===== src/rtl/seq_divider.sv =====
// seq_divider: multi-cycle unsigned restoring divider.
// Produces one quotient bit per clock behind a start/busy/done handshake.
// Divide-by-zero skips the iterations and reports an all-ones quotient.
module seq_divider #(
    parameter int N_W   = 16,
    parameter int D_W   = 8,
    parameter int CNT_W = 5
) (
    input  logic           clk,
    input  logic           rst,
    input  logic           start,
    input  logic [N_W-1:0] dividend,
    input  logic [D_W-1:0] divisor,
    output logic           busy,
    output logic           done,
    output logic [N_W-1:0] quotient,
    output logic [D_W-1:0] remainder,
    output logic           div_by_zero
);

    typedef enum logic [1:0] {IDLE, CALC, FIN} state_t;

    state_t           state;
    logic [CNT_W-1:0] cnt;
    logic [D_W:0]     prem;        // partial remainder, one bit wider than the divisor
    logic [N_W-1:0]   shreg;       // dividend bits out at the MSB, quotient bits in at the LSB
    logic [D_W-1:0]   dreg;

    logic [D_W:0]     shifted;
    logic [D_W+1:0]   trial;
    logic             trial_ok;
    logic [D_W:0]     prem_next;
    logic [N_W-1:0]   shreg_next;
    logic             last_iter;

    // One restoring step: shift in the next dividend bit and trial-subtract the divisor.
    always_comb begin
        shifted    = {prem[D_W-1:0], shreg[N_W-1]};
        trial      = {1'b0, shifted} - {2'b00, dreg};
        trial_ok   = ~trial[D_W+1];
        prem_next  = trial_ok ? trial[D_W:0] : shifted;
        shreg_next = {shreg[N_W-2:0], trial_ok};
        last_iter  = (cnt == CNT_W'(N_W - 1));
    end

    // Control FSM with datapath registers and registered handshake/result outputs.
    always_ff @(posedge clk or posedge rst) begin
        if (rst) begin
            state       <= IDLE;
            cnt         <= '0;
            prem        <= '0;
            shreg       <= '0;
            dreg        <= '0;
            busy        <= 1'b0;
            done        <= 1'b0;
            quotient    <= '0;
            remainder   <= '0;
            div_by_zero <= 1'b0;
        end else begin
            done <= 1'b0;
            case (state)
                IDLE, FIN: begin
                    if (start) begin
                        shreg <= dividend;
                        dreg  <= divisor;
                        cnt   <= '0;
                        prem  <= '0;
                        if (divisor != '0) begin
                            state <= CALC;
                            busy  <= 1'b1;
                        end else begin
                            // No iterations needed: publish the divide-by-zero result directly.
                            state       <= FIN;
                            done        <= 1'b1;
                            quotient    <= '1;
                            remainder   <= dividend[D_W-1:0];
                            div_by_zero <= 1'b1;
                        end
                    end else begin
                        state <= IDLE;
                    end
                end
                CALC: begin
                    prem  <= prem_next;
                    shreg <= shreg_next;
                    cnt   <= cnt + 1'b1;
                    if (last_iter) begin
                        state       <= FIN;
                        busy        <= 1'b0;
                        done        <= 1'b1;
                        quotient    <= shreg_next;
                        remainder   <= prem_next[D_W-1:0];
                        div_by_zero <= 1'b0;
                    end
                end
                default: begin
                    state <= IDLE;
                    busy  <= 1'b0;
                end
            endcase
        end
    end

endmodule

===== config.mk =====
export PLATFORM = sky130hd
export DESIGN_NAME = seq_divider
export DESIGN_NICKNAME = d
export VERILOG_FILES = /design/src/rtl/seq_divider.sv
export SDC_FILE = /design/constraint.sdc
export NUM_CORES = 1
export LEC_CHECK = 0
export BUFFER_PORTS_ARGS = -buffer_cell sky130_fd_sc_hd__buf_4
export CORE_MARGIN = 3
export CORE_UTILIZATION = 50
export CTS_BUF_LIST = sky130_fd_sc_hd__clkbuf_16
export DETAILED_ROUTE_END_ITERATION = 10
export HOLD_SLACK_MARGIN = 0.12
export PLACE_DENSITY = 0.75
export SLEW_MARGIN = 0
export SYNTH_ARGS = -nofsm -noshare
export SYNTH_HDL_FRONTEND = slang
export SYNTH_SLANG_ARGS = --single-unit

===== constraint.sdc =====
create_clock -name clk -period 2.3 [get_ports clk]
set_input_delay 0.46 -clock clk [delete_from_list [all_inputs] [get_ports clk]]
set_output_delay 0.46 -clock clk [all_outputs]
set_load 0.01 [all_outputs]

---- Word level (Yosys, flattened, before mapping) ----
Cells that the tools add are included.
operators by class
  $add $sub $neg .......................... 2
  equal/unequal tests ..................... 7
  mux-type cells .......................... 30
  bitwise logic cells ..................... 1
  reductions and logical operators ........ 8
operators by type and width
  kind                                                                   count
  16-bit 2-to-1 mux                                                      4
  16-bit case mux with 2 select lines                                    2
  8-bit 2-to-1 mux                                                       5
  8-bit case mux with 2 select lines                                     2
  5-bit case mux with 2 select lines                                     1
  9-bit by 8-bit subtractor with 10-bit output                           1
  1-bit 2-to-1 mux                                                       8
  2-bit != test, second input constant                                   4
  8-bit nonzero test                                                     1
  2-bit 2-to-1 mux                                                       3
  1-bit case mux with 2 select lines                                     3
  5-bit by 1-bit adder with 5-bit output, second input constant          1
  5-bit by 4-bit equality test with 1-bit output, second input constant  1
  5-bit 2-to-1 mux                                                       1
  2-bit case mux with 2 select lines                                     1
  2-bit AND reduction                                                    2
  4-bit AND reduction                                                    1
  3-bit AND reduction                                                    1
  2-bit by 1-bit equality test with 1-bit output, second input constant  1
  2-bit equality test, second input constant                             1
  2-bit zero test                                                        1
  2-bit nonzero test                                                     1
  2-bit OR reduction                                                     1
  1-bit inverter                                                         1
storage, ports and cells
  register bits ........................... 66
  input bits .............................. 27
  output and inout port bits .............. 27
  logic and storage cells ................. 58

---- Longest topological paths before layout ----
  depth in word-level cells ............... 4
  mapped depth ............................ 9
  mapped depth without buffers ............ 9

---- Least setup slack after synthesis ----
No wires, ideal clock.
  path kind ............................... register -> register
  start point ............................. register shreg[15]
  end point ............................... register prem[6]
  setup time .............................. 136 ps
  data arrival time ....................... 2,061 ps
  data required time ...................... 2,164 ps
  slack ................................... 102 ps
  cell stages (with the launch flop) ...... 10
  buffers on the path ..................... 0
  period minus slack after synthesis ...... 2,198 ps
  cell sequence ........................... dfrtp_1 -> inv_1 -> ha_1 -> inv_1 -> fa_1 -> a211oi_1 -> nor4b_1 -> or3b_2 -> mux2i_1 -> o21ai_0
between the ends
  cells in the longest elaborated chain, start to end .. 3
ends and longest elaborated chain
  element                                       RTL line  source
  from (decl)                                   26        logic [N_W-1:0] shreg;
  from (signal assigned)                        64        shreg <= dividend;
  from (signal assigned)                        85        shreg <= shreg_next;
  9-bit by 8-bit subtractor with 10-bit output  39        trial = {1'b0, shifted} - {2'b00, dreg};
  8-bit 2-to-1 mux                              41        prem_next = trial_ok ? trial[D_W:0] : shifted;
  8-bit case mux with 2 select lines            61        case (state)
  to (signal assigned)                          84        prem <= prem_next;
  to (decl)                                     25        logic [D_W:0] prem;
No other way between the ends.
A chain may end at the register's enable or synchronous reset.

---- Final worst setup path ----
Same ends and word-level chain as after synthesis.

==> impl_metrics.ini <==
[synthesis]
syn_area_per_cell_um2 = 9.38
ys_types = 49
syn_nets = 379
syn_area_um2 = 3200
syn_inst = 341
synth-seq-cells = 66
async_flop_share_pct = 100
ys_seq_area_share_pct = 51.6
synth_ff_type = dfrtp_1
ys_warn_count = 0
synth_edf_count = 0

[detailed_routing]
drt_iter0_drc = 177
avgViaCountPerCell = 5.74
wl_per_cell_um = 15.9
wirelength_um = 7760
first_pass_iters = 4
postRouteAntennaNets = 0
via_count = 2799
drc = 0

[sta]
finClkSkew_ps = 5.76
drv_slew = 0
hold_viol_final = 0
worstMarginPinSlew_ps = 483
fmax_mhz = 450
setup_viol = 0
fin_hold_ws_ps = 212
fin_crit_ps = 2220
rsz0062_at_grt = no
slew-limit-headroom_pct = 67.8
post-route-period-util_pct = 96.7

[worst_setup_path]
critical_path_class = reg2reg
cp.arrival_ps = 2430
timing.reg2reg.setup_slack_ps = 80
cp_slowest_cell = dfrtp_1
start_kind = register
cp_cell_sequence = inv_2 > ha_1 > inv_1 > fa_2 > a211oi_2 > buf_4 > nor4b_1 > or3b_4 > mux2i_2 > o21ai_0
r2r-start = shreg[15]
cp_max_fo = 3
crit_start = shreg[15]
critPathMaxStageDelay_ps = 380
cp-end-kind = register
required_ps = 2510

[power_and_ir_drop]
power_w = 0.00671
swShare_pct = 40.5
p_comb_share_pct = 51.5
power_switching_w = 0.00272
power_frac_seq_pct = 29.1
power.internal_w = 0.00399
clkPwrFrac_pct = 19.4
leakagePower_nw = 1.81
p_per_area_nw_per_um2 = 1620
irDropWorstVdd_mv = 0.863

[global_routing]
grt_max_degree = 67
antenna_found_initial = 0
grtUsageTotal_pct = 22.4
overflow = 0
grt_pass1_vias = 2752
grt_pass1_wl_um = 13000

[placed_design]
gp_congestion = 0.887
hpwl_um = 5480
port_buffers = 53
dpl.cell_count = 470

[clock_tree]
clkSinkCount = 66
clk_pin_slew_ps = 50
cts_made_buffers = 9
cts_root_buffer = clkbuf_16
insertion_delay_ps = 330
clk_path_buf_depth = 2
h-tree-depth = 3
cts_tree = yes

[run_status]
status = completed

[finish]
n_fill_cell = 467
mostFrequentLayoutCells = 73 x buf_4, 66 x dfrtp_1, 63 x nand2_1, 38 x nor2_1, 28 x o21ai_0
num_antenna_cells = 0
fin_nets = 447
layout_commonest_cell = buf_4
drive_gt1_share_pct = 26.4
syn_to_final_growth_pct = 29.3
finalNonFillerCells = 488

[die]
initial_core_util_pct = 52.8
die_width_um = 86.0
io_pins = 54
num_rows = 28
coreArea_um2 = 6060
die_h_um = 86.0
die_area_um2 = 7390

[flow_run]
max-cap-violations = 0

[hold_path]
worstHoldPathType = in2async
==> worst max-delay path, delay by kind of cell (launching register included) <==
kind	cells	cell delay, ps
multiplexers	1	210
adder cells (fa/ha/maj)	2	500
flip-flops	1	380
AO/OA/AOI/OAI	2	320
buffers and inverters	3	260
AND/OR/NAND/NOR	2	430
==> timing repair <==
action                     4_1_cts  5_1_grt
gates resized for setup          2        9
pin swaps                        0        4
cloned                           0        0
hold buffers                     0        0
setup endpoints to repair        2       11
hold endpoints to repair         0        0
setup buffers                    0        3
==> synthesized netlist by cell type (all sizes together) (2+ instances only) <==
cell / count / area share, %
ha: 10 / 3.9
or3b: 2 / 0.55
mux2i: 4 / 1.3
nand2b: 4 / 0.78
a211oi: 3 / 0.70
nand2: 63 / 7.4
nand3: 9 / 1.4
buf: 5 / 1.4
nand4: 2 / 0.39
and2: 3 / 0.59
clkbuf: 14 / 1.6
nor2: 39 / 4.7
nor3: 3 / 0.47
o21ai: 28 / 4.4
inv: 12 / 1.4
o22ai: 2 / 0.39
dfrtp: 66 / 52
a41oi: 2 / 0.55
or4: 2 / 0.59
a31oi: 21 / 4.1
a21oi: 13 / 2.5
o22a: 8 / 2.2
nor2b: 2 / 0.39
or3: 4 / 0.78
xnor2: 2 / 0.55
==> state kept, by name, summed over array words and instances (netlist names) <==
name / count
quotient: 16
shreg: 16
dreg: 8
prem: 8
remainder: 8
cnt: 5
state: 2
busy: 1
div_by_zero: 1
done: 1
==> routing by layer <==
| layer | up-vias | global-route usage [%] | routed length, um |
|---|---|---|---|
| met4 | 0 | 10.2 | 149 |
| met3 | 13 | 4.32 | 428 |
| li1 | 1339 | - | - |
| met1 | 1356 | 29.8 | 3420 |
| met5 | - | 0 | 0 |
| met2 | 91 | 35.5 | 3760 |
==> kinds of logic (layout without fill, tap and decap cells) <==
kind of cell	after synthesis	count (layout)	share of synthesized area, %
flops	66	66	51.6
simple gates	138	138	19.2
compound gates	88	88	18.0
xor+xnor	2	2	0.548
mux	5	5	1.60
fa+ha+maj	11	11	4.54
buf+inv	31	103	4.46
==> final timing paths <==
path,cells after the start,endpoint
worst max-delay path,10,prem[6]
worst min-delay path,3,done
worst max register to register,10,prem[6]
worst min register to register,1,cnt[3]
max in group asynchronous,3,dreg[6]
min in group clk,3,dreg[3]
==> through the flow <==
stage	setup slack, ps	util (%)	cell area, um^2	TNS [ps]
floorplan	102	-	3200	0
global placement	15.4	62.4	3780	0
detailed placement	-32.1	62.4	3780	-74.8
CTS	4.40	67.2	4080	0
global route	4.18	68.2	4140	0
finish	75.4	68.2	4140	0
==> area by class of cell <==
type | instances | area [um^2] | share of cell area (%)
inverters | 12 | 45.0 | 1.09
flip-flops and latches | 66 | 1650 | 39.9
repair buffers | 76 | 608 | 14.7
multi-input cells | 244 | 1450 | 35.1
well taps | 75 | 93.8 | 2.27
clock inverters | 6 | 58.8 | 1.42
clock buffers | 9 | 225 | 5.44
==> power groups by stage <==
stage	clock network (W)	logic, W	registers (W)
floorplan	0	0.00216	0.00193
global placement	0	0.00308	0.00194
detailed placement	0	0.00318	0.00196
CTS	0.00132	0.00324	0.00195
global route	0.00136	0.00383	0.00201
finish	0.00130	0.00346	0.00196
No activity file was read; power rests on OpenSTA's default activity.
